**config.mk**
```make
export PLATFORM = sky130hd
export DESIGN_NAME = spi_shift_master
export DESIGN_NICKNAME = d
export VERILOG_FILES = /design/src/rtl/spi_pkg.sv /design/src/rtl/spi_clk_gen.sv /design/src/rtl/spi_shift_master.sv
export SDC_FILE = /design/constraint.sdc
export NUM_CORES = 1
export LEC_CHECK = 0
export BUFFER_PORTS_ARGS = -buffer_cell sky130_fd_sc_hd__buf_2
export CAP_MARGIN = 20
export CORE_ASPECT_RATIO = 1.75
export CORE_MARGIN = 5
export CORE_UTILIZATION = 30
export CTS_BUF_LIST = sky130_fd_sc_hd__clkbuf_4 sky130_fd_sc_hd__clkbuf_8
export DETAILED_ROUTE_END_ITERATION = 10
export GPL_ROUTABILITY_DRIVEN = 0
export PLACE_DENSITY = 0.51
export SLEW_MARGIN = 10
export SYNTH_ARGS = -nofsm -noshare
export SYNTH_HDL_FRONTEND = slang
export SYNTH_SLANG_ARGS = --single-unit
export TNS_END_PERCENT = 10
```
**constraint.sdc**
```tcl
create_clock -name I_clk -period 3 [get_ports I_clk]
set_input_delay 0.15 -clock I_clk [delete_from_list [all_inputs] [get_ports I_clk]]
set_output_delay 0.15 -clock I_clk [all_outputs]
set_load 0.005 [all_outputs]
```
**src/rtl/spi_pkg.sv**
```systemverilog
// spi_pkg: shared types and constants for the SPI master shift engine
package spi_pkg;
  typedef enum logic [1:0] {IDLE, SETUP, SHIFT, HOLD} state_e;
  localparam logic [1:0] MODE0 = 2'b00;
  localparam logic [1:0] MODE1 = 2'b01;
  localparam logic [1:0] MODE2 = 2'b10;
  localparam logic [1:0] MODE3 = 2'b11;
  function automatic int len_w(input int n);
    return $clog2(n) + 1;
  endfunction
endpackage

```
**src/rtl/spi_clk_gen.sv**
```systemverilog
// spi_clk_gen: half-period timer producing an SCLK edge strobe and a leading/trailing flag
module spi_clk_gen #(
  parameter int CLK_DIV = 4
) (
  input  logic clk_i,
  input  logic rst_i,
  input  logic en_i,
  input  logic clr_i,
  output logic edge_o,
  output logic lead_o
);
  localparam int CW = CLK_DIV > 1 ? $clog2(CLK_DIV) : 1;
  localparam logic [CW-1:0] LAST = CW'(CLK_DIV - 1);
  logic [CW-1:0] cnt_q, cnt_d;
  logic lead_q, lead_d;
  assign edge_o = en_i && cnt_q == LAST;
  assign lead_o = lead_q;
  // Count clocks within a half-period; the lead flag flips per edge and rearms while cleared
  always_comb begin
    cnt_d = (!en_i || edge_o) ? '0 : cnt_q + CW'(1);
    lead_d = (!en_i || clr_i) ? 1'b1 : lead_q ^ edge_o;
  end
  // Timer state registers
  always_ff @(posedge clk_i or posedge rst_i) begin
    if (rst_i) begin
      cnt_q <= '0;
      lead_q <= 1'b1;
    end else begin
      cnt_q <= cnt_d;
      lead_q <= lead_d;
    end
  end
endmodule

```
**src/rtl/spi_shift_master.sv**
```systemverilog
// spi_shift_master: full-duplex SPI master with programmable length, bit order and CPOL/CPHA
module spi_shift_master
  import spi_pkg::*;
#(
  parameter int DATA_SIZE = 8,
  parameter int CLK_DIV = 4,
  localparam int LEN_W = len_w(DATA_SIZE)
) (
  input  logic                 I_clk,
  input  logic                 I_rst,
  input  logic                 I_start,
  input  logic [DATA_SIZE-1:0] I_data,
  input  logic [LEN_W-1:0]     I_len,
  input  logic                 I_lsb_first,
  input  logic                 I_cpol,
  input  logic                 I_cpha,
  input  logic                 I_sdi,
  output logic                 O_sclk,
  output logic                 O_csb,
  output logic                 O_sdo,
  output logic                 O_busy,
  output logic                 O_done,
  output logic [DATA_SIZE-1:0] O_data
);
  localparam logic [LEN_W-1:0] MAX_LEN = LEN_W'(DATA_SIZE);
  state_e state_q, state_d;
  logic [DATA_SIZE-1:0] tx_q, tx_d, rx_q, rx_d, data_q, data_d, msb_word, tx_word, rev;
  logic [LEN_W-1:0] len_q, len_d, bit_q, bit_d, len_in;
  logic lsb_q, lsb_d, cpol_q, cpol_d, cpha_q, cpha_d, sclk_q, sclk_d, sdo_q, sdo_d, done_q, done_d;
  logic edge_s, lead_s, last_s;
  spi_clk_gen #(.CLK_DIV(CLK_DIV)) u_clk_gen (
    .clk_i (I_clk),
    .rst_i (I_rst),
    .en_i  (state_q != IDLE),
    .clr_i (state_q == SETUP),
    .edge_o(edge_s),
    .lead_o(lead_s)
  );
  assign O_sclk = sclk_q;
  assign O_csb = state_q == IDLE;
  assign O_sdo = sdo_q && state_q != IDLE;
  assign O_busy = state_q != IDLE;
  assign O_done = done_q;
  assign O_data = data_q;
  // Next-state and datapath: the TX word is arranged so the next bit to send is always at bit 0
  always_comb begin
    len_in = I_len > MAX_LEN ? MAX_LEN : I_len;
    msb_word = I_data << (MAX_LEN - len_in);
    for (int i = 0; i < DATA_SIZE; i++) rev[i] = msb_word[DATA_SIZE-1-i];
    tx_word = I_lsb_first ? I_data : rev;
    last_s = edge_s && !lead_s && bit_q == len_q - LEN_W'(1);
    state_d = state_q;
    tx_d = tx_q;
    rx_d = rx_q;
    data_d = data_q;
    len_d = len_q;
    bit_d = bit_q;
    lsb_d = lsb_q;
    cpol_d = cpol_q;
    cpha_d = cpha_q;
    sclk_d = sclk_q;
    sdo_d = sdo_q;
    done_d = 1'b0;
    case (state_q)
      IDLE: begin
        sclk_d = I_cpol;
        if (I_start && len_in != '0) begin
          state_d = SETUP;
          len_d = len_in;
          lsb_d = I_lsb_first;
          cpol_d = I_cpol;
          cpha_d = I_cpha;
          bit_d = '0;
          rx_d = '0;
          sdo_d = !I_cpha && tx_word[0];
          tx_d = I_cpha ? tx_word : tx_word >> 1;
        end
      end
      SETUP: state_d = edge_s ? SHIFT : SETUP;
      SHIFT: if (edge_s) begin
        sclk_d = ~sclk_q;
        if (lead_s != cpha_q) rx_d = lsb_q ? {I_sdi, rx_q[DATA_SIZE-1:1]} : {rx_q[DATA_SIZE-2:0], I_sdi};
        if (lead_s == cpha_q && !last_s) begin
          sdo_d = tx_q[0];
          tx_d = tx_q >> 1;
        end
        bit_d = lead_s ? bit_q : bit_q + LEN_W'(1);
        state_d = last_s ? HOLD : SHIFT;
      end
      HOLD: if (edge_s) begin
        state_d = IDLE;
        done_d = 1'b1;
        data_d = lsb_q ? rx_q >> (MAX_LEN - len_q) : rx_q;
      end
      default: state_d = IDLE;
    endcase
  end
  // State and datapath registers
  always_ff @(posedge I_clk or posedge I_rst) begin
    if (I_rst) begin
      state_q <= IDLE;
      tx_q <= '0;
      rx_q <= '0;
      data_q <= '0;
      len_q <= '0;
      bit_q <= '0;
      lsb_q <= 1'b0;
      cpol_q <= 1'b0;
      cpha_q <= 1'b0;
      sclk_q <= 1'b0;
      sdo_q <= 1'b0;
      done_q <= 1'b0;
    end else begin
      state_q <= state_d;
      tx_q <= tx_d;
      rx_q <= rx_d;
      data_q <= data_d;
      len_q <= len_d;
      bit_q <= bit_d;
      lsb_q <= lsb_d;
      cpol_q <= cpol_d;
      cpha_q <= cpha_d;
      sclk_q <= sclk_d;
      sdo_q <= sdo_d;
      done_q <= done_d;
    end
  end
endmodule

```
After elaboration in Yosys (flattened, before gate mapping)
Index checks and enable logic that the tools add are counted.

Output and inout port bits: 13. Bits of input ports: 19. Logic and storage cells: 93. Bits in registers: 42.

Bitwise gates (word level): 2. $lt $le $gt $ge: 1. Shifts and indexed selects: 2. Mux-type cells: 33. Add/sub/neg operators: 5. Reduce and logical (&&, ||, !) cells: 24. Equal/unequal tests: 13.

Operators by type and width (number): $mux 8 (10); $pmux 8 s2 (2); $mux 4 (4); $reduce_and 4->1 (3); $mux 2 (5); $ne 2x2->1 const B (5); $mux 1 (8); $pmux 2 s4 (1); $pmux 4 s2 (1); $shl 8x4->8 (1); $shr 8x4->8 (1); $sub 4x4->4 const A (2); $logic_and 1x1->1 (7); $eq 2x2->1 const B (3); $reduce_and 2->1 (3); $add 4x1->4 const B (1); $eq 4x4->1 (1); $gt 4x4->1 const B (1); $logic_not 1->1 (4); $pmux 1 s2 (2); $reduce_bool 2->1 (2); $reduce_bool 4->1 (1); $sub 4x1->4 const B (1); $reduce_and 3->1 (1); other kinds (9) (10).

Longest topological paths before layout
Word-level depth: 9. Mapped depth: 12. Depth with buffers taken out: 9.

Modules after synthesis
Synthesis repeated with hierarchy kept, for this count alone.

Cells, all modules: 305. Area total of the unflattened synthesis: 2730.1 um^2.

Modules (own cells, without submodules): spi_shift_master (cells an instance 295, times used 1, seq. area each 975.9 um^2, area each 2596.2 um^2); spi_clk_gen (cells an instance 10, times used 1, seq. area each 76.3 um^2, area each 133.9 um^2).

Worst setup path before layout
OpenSTA, ideal clock, no wires.

Path type: input -> register. Start: in I_len[3]. End: reg tx_q[0]. Data arrival time: 2.277 ns. Buffers on the path: 2. Library setup time: 0.126 ns. Path slack: 0.597 ns. Required time: 2.874 ns. Stages: 10. Cells stage by stage: clkbuf_1 inv_1 nand2_1 ha_1 clkbuf_1 mux4_2 nor2b_1 a221o_1 mux2_2 a221o_1.

Cells in the longest elaborated chain, start to end: 8. Elaborated cells on any way between the ends: 12. Those cells by class: 1 x add/sub; 1 x order compare; 1 x eq/ne; 1 x shift; 5 x mux; 3 x reduce/logical.

RTL lines: from (decl) (line spi_shift_master.sv:13) `input logic [LEN_W-1:0] I_len,`; $gt 4x4->1 (line spi_shift_master.sv:47) `len_in = I_len > MAX_LEN ? MAX_LEN : I_len;`; $mux 4 * (line spi_shift_master.sv:47); $sub 4x4->4 (line spi_shift_master.sv:48) `msb_word = I_data << (MAX_LEN - len_in);`; $shl 8x4->8 (line spi_shift_master.sv:48); $mux 8 (line spi_shift_master.sv:50) `tx_word = I_lsb_first ? I_data : rev;`; $mux 8 (line spi_shift_master.sv:76) `tx_d = I_cpha ? tx_word : tx_word >> 1;`; $mux 8 (line spi_shift_master.sv:67) `if (I_start && len_in != '0) begin`; $pmux 8 s2 (line spi_shift_master.sv:64) `case (state_q)`; to (signal assigned) (line spi_shift_master.sv:115) `tx_q <= tx_d;`; to (decl) (line spi_shift_master.sv:27) `logic [DATA_SIZE-1:0] tx_q, tx_d, rx_q, rx_d, data_q, data_d, msb_word, tx_word, rev;`.

Mark *: on every way between the ends. The rest lies on a longest branch, timed or not. The select of a mux whose other input is x is not followed. A chain may end at the register's enable or synchronous reset.

Final worst setup path
Start: in I_len[0]. End: reg tx_q[0].

The elaborated chain is that of the path after synthesis.

==> results.md <==
* Asr flop ratio synth at 1.00
* Worst Hold Class: input port to register
* Top-area cell type share of the netlist area at 0.363
* Sequential share of the synthesized area at 0.372
* Critical Path End Type: register
* CP required at 3190 ps
* CTS Buffer Depth at 2
* Crit Path Class: input port to register
* #FFs+latches synth at 42
* Startpoint types: input port
* Non-filler cells, final at 489
* CTS clock-pin slew for the worst setup and hold paths at 80 ps
* Cell breakdown of the critical path: buf_2 -> nor2b_4 -> inv_2 -> ha_1 -> mux2i_1 -> o21ai_0 -> a221o_1 -> mux2_2 -> a221o_1
* Ant diodes at 0
* Leading area contributor after synthesis: dfrtp_1
* Startpoint of the worst hold path: I_len[1]
* Pwr/cell area at 864 nW/um^2
* Htree depth at 2
* Cell area after synthesis at 2830 sq um
* Largest cells by area after synthesis: dfrtp_1, o21ai_0, nand2_1
* Routed vias/inst at 5.15
* TritonCTS Buffers at 5
* Ratio of final minimum period to clock period at 0.783
* Routed WL per cell at 15.3 um
* Global-route wire length before repair at 12600 um
* Hpwl dp at 5820 um
* Worst EP arrival at 2530 ps
* Peak supply drop at 0.332 mV
* TritonCTS clock tree: done
* Clk_skew at 7.25 ps
* Pin count of the biggest net entering global routing at 26
* Max Slew Vio Count at 0
* Slew HR at 0.550
* Final Critical Period at 2350 ps
* Initial antenna violation count at 0
* Setup ws final at 651 ps
* Root Buffer: clkbuf_8
* Nets at 391
* Area grow syn2layout at 13.7%
* Port bufs at 31
* Clock latency on the worst-skew pair at 300 ps
* FF-to-FF path depth at 10
* Die area at 11500 sq um
* Number of global-route vias before repair at 2428
* Net Count, Synth at 365
* Initial Utilization at 0.303
* Post-Syn Instances at 340
* Post-synth cell types at 55
* Pre-antenna DRT Iters at 4
* Fmax at 426 MHz
* RSZ-0062 raised after global routing: false
* DIE HEIGHT at 138 um
* Slowest-stage cell, CP: ha_1
* Critical path peak fanout at 10
* Core area at 9350 sq um
* YS warnings at 0
* Layout cells sized above 1 at 0.169
* DRT antenna net count at 0
* Leakage at 1.43 nW
* Hold Path Cell Cnt at 3
* Status: finished, final reports clean
* Origin of the critical flop-to-flop path: len_q[0]$_DFFE_PP0P_
* Hold worst-path end: len_q[1]$_DFFE_PP0P_
* Drt drc at 0
* Total track usage at 0.135
* CP Buf/Inv Count at 2
* Setup violations, final at 0
* R2r setup slk at 730 ps
* Worst-Margin Slew at 671 ps
* CTS Sinks at 42
* Die width at 83.4 um
* Hold WS at 175 ps
* Row count at 47
* Dpl ws at 351 ps
* Placed Cells at 480
* Final wirelength at 7500 um
* DR vias at 2517
* Max stage delay on crit path at 510 ps
* Number of synthesized flops with an enable pin at 0
* Post-CTS Resized at 0
* Max-Cap Viols at 0
* Total gr overflow at 0
* Final hold violation count at 0
* Setup total negative slack at 0 ps
* WP depth at 9
* R2r endpoint: tx_q[3]$_DFFE_PP0P_
* Mean area per synthesized cell at 8.32 sq um
* DR iter-0 viols at 99
* CP dominant cell by count: a221o_1
* Most used DFF post-synth: dfrtp_1
* Crit path max-delay family: compound AO/OA/AOI/OAI gates
* I/O pin count at 32
* Util after Layout at 0.344
how the worst max path moves through the flow:
| stage | slack, ps | end | start |
|---|---|---|---|
| floorplan | 600 | tx_q[0]$_DFFE_PP0P_ | I_len[3] |
| global route | 530 | tx_q[0]$_DFFE_PP0P_ | I_len[0] |
| global placement | 450 | tx_q[0]$_DFFE_PP0P_ | I_len[3] |
| finish | 650 | tx_q[0]$_DFFE_PP0P_ | I_len[0] |
| detailed placement | 350 | tx_q[0]$_DFFE_PP0P_ | I_len[0] |
| CTS | 680 | tx_q[0]$_DFFE_PP0P_ | I_len[0] |
power breakdown:
group | switching [W] | internal, W
sequential | 0.000210 | 0.000790
clock | 0.000200 | 0.000195
combinational | 0.000779 | 0.000603
cells by family after synthesis:
family / synth area share
AND/OR/NAND/NOR: 0.189
AO/OA/AOI/OAI: 0.211
buffers and inverters: 0.0712
flip-flops: 0.372
multiplexers: 0.0880
XOR/XNOR: 0.0420
adder cells (fa/ha/maj): 0.0265
placed cells by master (no fill, tap or decap), drive strengths merged, types with 3 or more instances in the layout:
cell type | netlist | routed
inv | 29 | 28
nor2b | 7 | 7
dfrtp | 41 | 41
a21o | 3 | 3
a21oi | 13 | 13
nor3 | 6 | 6
nand3 | 19 | 19
nor2 | 22 | 22
ha | 6 | 6
nand4 | 3 | 3
nand2 | 42 | 42
clkbuf | 18 | 7
o31ai | 4 | 4
mux2 | 8 | 8
xnor2 | 9 | 9
mux2i | 11 | 11
buf | 4 | 40
a221o | 4 | 4
nand2b | 3 | 3
nor4 | 3 | 3
o21ai | 42 | 42
a22oi | 6 | 6
layout make-up:
class	count	area [sq um]
Tap cell	122	153
Sequential cell	42	1050
Timing Repair Buffer	41	233
Clock buffer	7	90.1
Clock inverter	1	5.00
Fill cell	992	6130
Inverter	29	109
Multi-Input combinational cell	247	1580
stage by stage:
step	total power [W]	area (sq um)
global placement	0.00239	3110
finish	0.00278	3220
floorplan	0.00199	2830
detailed placement	0.00241	3110
global route	0.00305	3220
CTS	0.00283	3220
registers in the layout, summed over array words and instances (netlist names), named ones only:
name,flops
O_done,1
u_clk_gen.lead_o,1
O_data,8
u_clk_gen.cnt_q,2
rx_q,8
O_sclk,1
cpha_q,1
lsb_q,1
bit_q,4
len_q,4
state_q,1
sdo_q,1
tx_q,8
what timing repair did:
| action | 4_1_cts | 5_1_grt |
|---|---|---|
| hold buffers | 1 | 0 |
| endpoints found under the setup margin | 0 | 0 |
| hold endpoints to repair | 16 | 0 |
| setup buffers | 0 | 0 |
synthesized netlist by cell type (all sizes together) (2+ instances only):
cell type	number
o41ai	2
o22ai	2
nor2b	7
a21oi	13
nor2	22
mux2	8
a31oi	2
o31ai	4
xor2	2
nand2	42
nor3	6
o221ai	2
a221o	4
inv	29
a21o	3
a22oi	6
ha	6
a2bb2oi	2
nand3	19
nor4	3
o211ai	2
dfrtp	41
nand3b	2
xnor2	9
mux4	2
and3	2
nand2b	3
buf	4
mux2i	11
o21ai	42
a211oi	2
nand4	3
clkbuf	18
routing by layer:
layer  track usage  wire [um]  share of wire  vias up
li1              -          -              -     1253
met1         0.142       2810           0.37     1190
met2         0.256       4210           0.56       57
met3        0.0262        268          0.036       17
met4        0.0551        213          0.028        0
met5             0          0              0        -
worst register-to-register path: stages, from the launching register on:
cell and delay (ps):
dfrtp_1 380, inv_1 160, ha_1 260, buf_4 190, xnor2_1 130, nor2_1 100
nand4_1 210, a41oi_1 270, buf_4 230, a211oi_1 60, a21o_1 170
Note: power is estimated with default switching activity, not from simulation.
